==> config.mk <==
export PLATFORM = sky130hd
export DESIGN_NAME = s_spi_slave
export DESIGN_NICKNAME = d
export VERILOG_FILES = /design/src/rtl/s_spi_slave.sv
export SDC_FILE = /design/constraint.sdc
export NUM_CORES = 1
export LEC_CHECK = 0
export BUFFER_PORTS_ARGS = -buffer_cell sky130_fd_sc_hd__buf_2
export CAP_MARGIN = 20
export CORE_MARGIN = 2
export CORE_UTILIZATION = 35
export CTS_BUF_LIST = sky130_fd_sc_hd__clkbuf_8 sky130_fd_sc_hd__clkbuf_16
export CTS_CLUSTER_DIAMETER = 50
export DETAILED_ROUTE_END_ITERATION = 6
export GPL_TIMING_DRIVEN = 0
export HOLD_SLACK_MARGIN = 0.03
export MAX_ROUTING_LAYER = met4
export PLACE_DENSITY = 0.5
export SLEW_MARGIN = 25
export SYNTH_ARGS = -nofsm -noshare
export SYNTH_HDL_FRONTEND = slang
export SYNTH_SLANG_ARGS = --single-unit
==> constraint.sdc <==
create_clock -name I_CLK -period 4.21 [get_ports I_CLK]
set_input_delay 0.421 -clock I_CLK [delete_from_list [all_inputs] [get_ports I_CLK]]
set_output_delay 0.421 -clock I_CLK [all_outputs]
set_load 0.01 [all_outputs]
==> src/rtl/s_spi_slave.sv <==
// SPI mode-0 slave: oversamples SCLK/SS_N/MOSI in the I_CLK domain, shifts one
// DATA_WIDTH frame per chip-select, and exchanges words through a one-entry TX buffer.
module s_spi_slave #(
  parameter int DATA_WIDTH = 32
) (
  input  logic                  I_CLK,
  input  logic                  I_RESETN,
  input  logic                  I_SCLK,
  input  logic                  I_SS_N,
  input  logic                  I_MOSI,
  output logic                  O_MISO,
  output logic                  O_MISO_OE,
  input  logic [DATA_WIDTH-1:0] i_tx_data,
  input  logic                  i_tx_load,
  output logic                  o_tx_ready,
  output logic [DATA_WIDTH-1:0] o_rx_data,
  output logic                  o_rx_valid,
  output logic                  o_frame_err,
  output logic                  o_tx_underrun,
  output logic                  is_receiving
);

  localparam int CNT_W = $clog2(DATA_WIDTH) + 1;
  localparam logic [CNT_W-1:0] CNT_FULL = CNT_W'(DATA_WIDTH);
  localparam logic [CNT_W-1:0] CNT_ONE  = {{(CNT_W-1){1'b0}}, 1'b1};
  localparam logic [CNT_W-1:0] CNT_ZERO = {CNT_W{1'b0}};
  localparam logic [DATA_WIDTH-1:0] WORD_ZERO = {DATA_WIDTH{1'b0}};

  typedef enum logic [1:0] {
    ST_IDLE  = 2'd0,
    ST_SHIFT = 2'd1,
    ST_DONE  = 2'd2
  } state_t;

  logic sclk_meta_r, sclk_sync_r, sclk_prev_r;
  logic ss_meta_r, ss_sync_r, ss_prev_r;
  logic mosi_meta_r, mosi_sync_r;
  logic sclk_rise_r, sclk_fall_r, ss_fall_r, ss_rise_r;

  state_t state_r, state_nxt;

  logic [DATA_WIDTH-1:0] tx_buf_r;
  logic                  tx_ready_r;
  logic                  consume_s;
  logic                  cnt_full_s;

  logic [DATA_WIDTH-1:0] tx_shift_r, tx_shift_nxt;
  logic [DATA_WIDTH-1:0] rx_shift_r, rx_shift_nxt;
  logic [CNT_W-1:0]      bit_cnt_r, bit_cnt_nxt;
  logic                  miso_r, miso_nxt;
  logic                  miso_oe_r, miso_oe_nxt;
  logic                  recv_r, recv_nxt;
  logic [DATA_WIDTH-1:0] rx_data_r, rx_data_nxt;
  logic                  rx_valid_r, rx_valid_nxt;
  logic                  frame_err_r, frame_err_nxt;
  logic                  underrun_r, underrun_nxt;

  // Pin synchronizers and registered edge pulses; SS_N flops clear to 0 so a
  // chip-select already low at reset release never produces a falling edge.
  always_ff @(posedge I_CLK or negedge I_RESETN) begin
    if (!I_RESETN) begin
      sclk_meta_r <= 1'b0;
      sclk_sync_r <= 1'b0;
      sclk_prev_r <= 1'b0;
      ss_meta_r   <= 1'b0;
      ss_sync_r   <= 1'b0;
      ss_prev_r   <= 1'b0;
      mosi_meta_r <= 1'b0;
      mosi_sync_r <= 1'b0;
      sclk_rise_r <= 1'b0;
      sclk_fall_r <= 1'b0;
      ss_fall_r   <= 1'b0;
      ss_rise_r   <= 1'b0;
    end else begin
      sclk_meta_r <= I_SCLK;
      sclk_sync_r <= sclk_meta_r;
      sclk_prev_r <= sclk_sync_r;
      ss_meta_r   <= I_SS_N;
      ss_sync_r   <= ss_meta_r;
      ss_prev_r   <= ss_sync_r;
      mosi_meta_r <= I_MOSI;
      mosi_sync_r <= mosi_meta_r;
      sclk_rise_r <= sclk_sync_r & ~sclk_prev_r;
      sclk_fall_r <= ~sclk_sync_r & sclk_prev_r;
      ss_fall_r   <= ~ss_sync_r & ss_prev_r;
      ss_rise_r   <= ss_sync_r & ~ss_prev_r;
    end
  end

  assign consume_s  = (state_r == ST_IDLE) && ss_fall_r;
  assign cnt_full_s = (bit_cnt_r == CNT_FULL);

  // TX buffer: a load always wins, so a load coinciding with frame start keeps it full.
  always_ff @(posedge I_CLK or negedge I_RESETN) begin
    if (!I_RESETN) begin
      tx_buf_r   <= WORD_ZERO;
      tx_ready_r <= 1'b1;
    end else if (i_tx_load) begin
      tx_buf_r   <= i_tx_data;
      tx_ready_r <= 1'b0;
    end else if (consume_s) begin
      tx_ready_r <= 1'b1;
    end else begin
      tx_ready_r <= tx_ready_r;
    end
  end

  // State register.
  always_ff @(posedge I_CLK or negedge I_RESETN) begin
    if (!I_RESETN) begin
      state_r <= ST_IDLE;
    end else begin
      state_r <= state_nxt;
    end
  end

  // Next-state logic.
  always_comb begin
    state_nxt = state_r;
    case (state_r)
      ST_IDLE: begin
        if (ss_fall_r) begin
          state_nxt = ST_SHIFT;
        end else begin
          state_nxt = ST_IDLE;
        end
      end
      ST_SHIFT: begin
        if (ss_rise_r) begin
          state_nxt = ST_IDLE;
        end else if (cnt_full_s) begin
          state_nxt = ST_DONE;
        end else begin
          state_nxt = ST_SHIFT;
        end
      end
      ST_DONE: begin
        if (ss_rise_r) begin
          state_nxt = ST_IDLE;
        end else begin
          state_nxt = ST_DONE;
        end
      end
      default: state_nxt = ST_IDLE;
    endcase
  end

  // Datapath and output next values for each state.
  always_comb begin
    tx_shift_nxt  = tx_shift_r;
    rx_shift_nxt  = rx_shift_r;
    bit_cnt_nxt   = bit_cnt_r;
    miso_nxt      = miso_r;
    miso_oe_nxt   = miso_oe_r;
    recv_nxt      = recv_r;
    rx_data_nxt   = rx_data_r;
    rx_valid_nxt  = 1'b0;
    frame_err_nxt = 1'b0;
    underrun_nxt  = 1'b0;
    case (state_r)
      ST_IDLE: begin
        if (ss_fall_r) begin
          if (tx_ready_r) begin
            tx_shift_nxt = WORD_ZERO;
            miso_nxt     = 1'b0;
            underrun_nxt = 1'b1;
          end else begin
            tx_shift_nxt = tx_buf_r;
            miso_nxt     = tx_buf_r[DATA_WIDTH-1];
          end
          bit_cnt_nxt  = CNT_ZERO;
          rx_shift_nxt = WORD_ZERO;
          miso_oe_nxt  = 1'b1;
          recv_nxt     = 1'b1;
        end else begin
          miso_oe_nxt = 1'b0;
          recv_nxt    = 1'b0;
        end
      end
      ST_SHIFT: begin
        if (ss_rise_r) begin
          miso_oe_nxt = 1'b0;
          recv_nxt    = 1'b0;
          if (cnt_full_s) begin
            rx_data_nxt  = rx_shift_r;
            rx_valid_nxt = 1'b1;
          end else begin
            frame_err_nxt = 1'b1;
          end
        end else if (cnt_full_s) begin
          rx_data_nxt  = rx_shift_r;
          rx_valid_nxt = 1'b1;
        end else if (sclk_rise_r) begin
          rx_shift_nxt = {rx_shift_r[DATA_WIDTH-2:0], mosi_sync_r};
          bit_cnt_nxt  = bit_cnt_r + CNT_ONE;
        end else if (sclk_fall_r) begin
          tx_shift_nxt = {tx_shift_r[DATA_WIDTH-2:0], 1'b0};
          miso_nxt     = tx_shift_r[DATA_WIDTH-2];
        end else begin
          bit_cnt_nxt = bit_cnt_r;
        end
      end
      ST_DONE: begin
        if (ss_rise_r) begin
          miso_oe_nxt = 1'b0;
          recv_nxt    = 1'b0;
        end else begin
          miso_oe_nxt = miso_oe_r;
        end
      end
      default: begin
        miso_oe_nxt = 1'b0;
        recv_nxt    = 1'b0;
      end
    endcase
  end

  // Datapath and output registers.
  always_ff @(posedge I_CLK or negedge I_RESETN) begin
    if (!I_RESETN) begin
      tx_shift_r  <= WORD_ZERO;
      rx_shift_r  <= WORD_ZERO;
      bit_cnt_r   <= CNT_ZERO;
      miso_r      <= 1'b0;
      miso_oe_r   <= 1'b0;
      recv_r      <= 1'b0;
      rx_data_r   <= WORD_ZERO;
      rx_valid_r  <= 1'b0;
      frame_err_r <= 1'b0;
      underrun_r  <= 1'b0;
    end else begin
      tx_shift_r  <= tx_shift_nxt;
      rx_shift_r  <= rx_shift_nxt;
      bit_cnt_r   <= bit_cnt_nxt;
      miso_r      <= miso_nxt;
      miso_oe_r   <= miso_oe_nxt;
      recv_r      <= recv_nxt;
      rx_data_r   <= rx_data_nxt;
      rx_valid_r  <= rx_valid_nxt;
      frame_err_r <= frame_err_nxt;
      underrun_r  <= underrun_nxt;
    end
  end

  assign O_MISO        = miso_r;
  assign O_MISO_OE     = miso_oe_r;
  assign o_tx_ready    = tx_ready_r;
  assign o_rx_data     = rx_data_r;
  assign o_rx_valid    = rx_valid_r;
  assign o_frame_err   = frame_err_r;
  assign o_tx_underrun = underrun_r;
  assign is_receiving  = recv_r;

endmodule
==> impl_metrics.tcl <==
set metrics [dict create \
    run_status "complete, no violations" \
    numCtsBuffers 17 \
    hold-worst-slack_ps 107 \
    synth_seq_cells 153 \
    layout.cells.most_common_list "152 x sky130_fd_sc_hd__dfrtp_1, 103 x sky130_fd_sc_hd__nand2_1, 80 x sky130_fd_sc_hd__buf_2" \
    gr-total-overflow 0 \
    max_cap_viol_count 0 \
    report.final.setup_viol 0 \
    syn_inst_count 471 \
    internal_power_of_the_cells_w 0.00310 \
    layout_worst_path_cycle_share 0.502 \
    detailedRoute.firstPassIterationCount 5 \
    grt_pass1_wl_mm 20.2 \
    tritoncts_clock_tree "built" \
    dp_hpwl_mm 8.03 \
    syn_avg_cell_area_sq_um 13.3 \
    timing.critical_path.fanout_max 10 \
    final-max-slew-violation-count 0 \
    antenna_violations_before_repair 0 \
    synthesized_netlist_net_count 515 \
    route.detailed.drc 0 \
    criticalPathCategory "reg2reg" \
    fp.dieArea_sq_um 19000 \
    dpl_cell_area_sq_um 6980 \
    die_h_um 138 \
    cts_setup_buffers 0 \
    post-route-cell-area_sq_um 7590 \
    postSynth.asyncResetShare 1.00 \
    fin_tns_setup_ps 0 \
    num-nets-final 612 \
    seq_power_share 0.439 \
    power.switching_w 0.00104 \
    critPathCaptureType "flip-flop" \
    clk_latency_ps 410 \
    power_leakage_nw 3.85 \
    detailedPlace.worstSlack_ps 2070 \
    yosys_warnings 0 \
    synth_enable_flop_cells 0 \
    finalHoldViolCount 0 \
    antenna_cells_inserted 0 \
    grt_setup_unrepaired "false" \
    numClockSinks 153 \
    synth.distinct_cells 42 \
    io-pin-count 77 \
    routed_wl_mm 11.9 \
    gp_congestion 0.703 \
    clkPwrFrac 0.371 \
    worstSetupStartpointType "flip-flop" \
    timing.max_slew.rel_slack 0.594 \
    number_of_global_route_vias_before_repair 3908 \
    grtUsageTotal 0.143 \
    detail-route-antenna-nets 0 \
    clock_path_buffers 2 \
    row_count 48 \
    finClkSkew_ps 8.94 \
    die_w_um 138 \
    power_density_nw_per_um2 544 \
    final_cell_count_no_fill 806 \
    wire_length_per_cell_um 14.8 \
    drive_above_1_share 0.339 \
    crit_arrival_ps 2410 \
    power.share.switching 0.251 \
    holdCritPathClass "in2reg" \
    syn_to_final_growth_pct 21.2 \
    numPlacedInstances 773 \
    p_comb_frac 0.190 \
    detailedRoute.firstIterationViolations 191 \
    fin_crit_ps 2110 \
    layout.cells.most_common "sky130_fd_sc_hd__dfrtp_1" \
    clk_root_buffer_cell "sky130_fd_sc_hd__clkbuf_16" \
    crit_required_ps 4510 \
    cts.clk_slew.worst_paths_ps 60 \
    ctsHtreeMaxLevel 4 \
    routed-via-count 3806 \
    synth-seq-area-share 0.612 \
    count_of_input_and_output_buffers 75 \
    via_count_normalized_by_instance_count 4.72 \
    max_slew.worst_pin.slew_ps 609 \
    max-vdd-ir-drop_v 0.000288 \
    mappedNetlistArea_sq_um 6260 \
    synth_top_flop_cell "sky130_fd_sc_hd__dfrtp_1" \
    fin_ws_ps 2100 \
    coreArea_sq_um 17400 \
    pin_count_of_the_biggest_net_entering_global_routing 57 \
    max_clock_freq_mhz 473 \
    start_util 0.360 \
]
## final cells by class
class	count	area (sq um)
timing repair buffer	78	450
fill	1649	9820
buffer	28	226
sequential	153	3830
tap	225	282
inverter	7	26.3
multi-input combinational	283	2180
clock buffer	18	439
clock inverter	14	159
## path summary, 6_finish.rpt
kind	cells past startpoint	endpoint	from	slack, ps
setup / recovery	8	tx_shift_r[6]	state_r[1]	2100
hold / removal	1	sclk_meta_r	I_SCLK	110
setup reg to reg	8	tx_shift_r[6]	state_r[1]	2100
hold reg to reg	0	mosi_sync_r	mosi_meta_r	350
max in group asynchronous	3	o_rx_data[14]	I_RESETN	3120
min in group asynchronous	2	tx_shift_r[7]	I_RESETN	490
## metrics by stage
step	utilization	power, W
after floorplan	-	0.00244
after global placement	0.397	0.00260
after detailed placement	0.401	0.00263
after CTS	0.436	0.00419
after global routing	0.436	0.00434
final	0.436	0.00413
## kinds of logic (layout without fill, tap and decap cells)
logic type,Yosys count,in the layout,share of synthesized area
simple gates,131,131,0.0931
buf+inv,35,145,0.0404
fa+ha+maj,6,6,0.0120
flops,153,153,0.612
mux,64,64,0.132
compound gates,82,82,0.110
## registers in the layout, indices dropped and copies added (netlist names), 2 cells and up
| name | count |
|---|---|
| bit_cnt_r | 6 |
| rx_shift_r | 32 |
| tx_buf_r | 32 |
| state_r | 2 |
| o_rx_data | 32 |
| tx_shift_r | 31 |
## metal layers
metal,up-vias,routed length (um),global-route usage
li1,1833,-,-
met1,1906,5890,0.194
met2,57,5440,0.209
met3,10,478,0.0361
met4,0,133,0.0476
met5,-,0,-
## cell usage after synthesis (5+ instances only)
| cell type | instances | share of area |
|---|---|---|
| sky130_fd_sc_hd__mux2_4 | 29 | 0.070 |
| sky130_fd_sc_hd__nand2_1 | 103 | 0.062 |
| sky130_fd_sc_hd__buf_2 | 6 | 0.0048 |
| sky130_fd_sc_hd__buf_6 | 5 | 0.0090 |
| sky130_fd_sc_hd__mux2_2 | 35 | 0.063 |
| sky130_fd_sc_hd__ha_1 | 6 | 0.012 |
| sky130_fd_sc_hd__nor2b_1 | 5 | 0.0050 |
| sky130_fd_sc_hd__a22o_1 | 64 | 0.090 |
| sky130_fd_sc_hd__o21ai_0 | 6 | 0.0048 |
| sky130_fd_sc_hd__nor2_1 | 6 | 0.0036 |
| sky130_fd_sc_hd__dfrtp_1 | 152 | 0.61 |
| sky130_fd_sc_hd__clkbuf_1 | 8 | 0.0048 |
| sky130_fd_sc_hd__inv_1 | 6 | 0.0036 |
## worst max-delay path: stages, from the launching register on
cell,delay [ps]
sky130_fd_sc_hd__dfrtp_1,390
sky130_fd_sc_hd__inv_1,80
sky130_fd_sc_hd__ha_1,190
sky130_fd_sc_hd__buf_6,140
sky130_fd_sc_hd__inv_1,210
sky130_fd_sc_hd__o21ai_1,170
sky130_fd_sc_hd__a21oi_4,310
sky130_fd_sc_hd__buf_12,200
sky130_fd_sc_hd__mux2_4,300
## power by group through the flow
stage / Sequential (W) / Clock (W) / Combinational, W
global placement: 0.00183 / 0 / 0.000770
CTS: 0.00181 / 0.00157 / 0.000799
floorplan: 0.00180 / 0 / 0.000634
finish: 0.00181 / 0.00153 / 0.000785
detailed placement: 0.00184 / 0 / 0.000793
global route: 0.00184 / 0.00164 / 0.000863
## what timing repair did
| action | CTS | global route |
|---|---|---|
| gates resized for setup | 0 | 0 |
| hold endpoints to repair | 42 | 0 |
| hold buffers | 1 | 0 |
No activity file was read; power rests on OpenSTA's default activity.
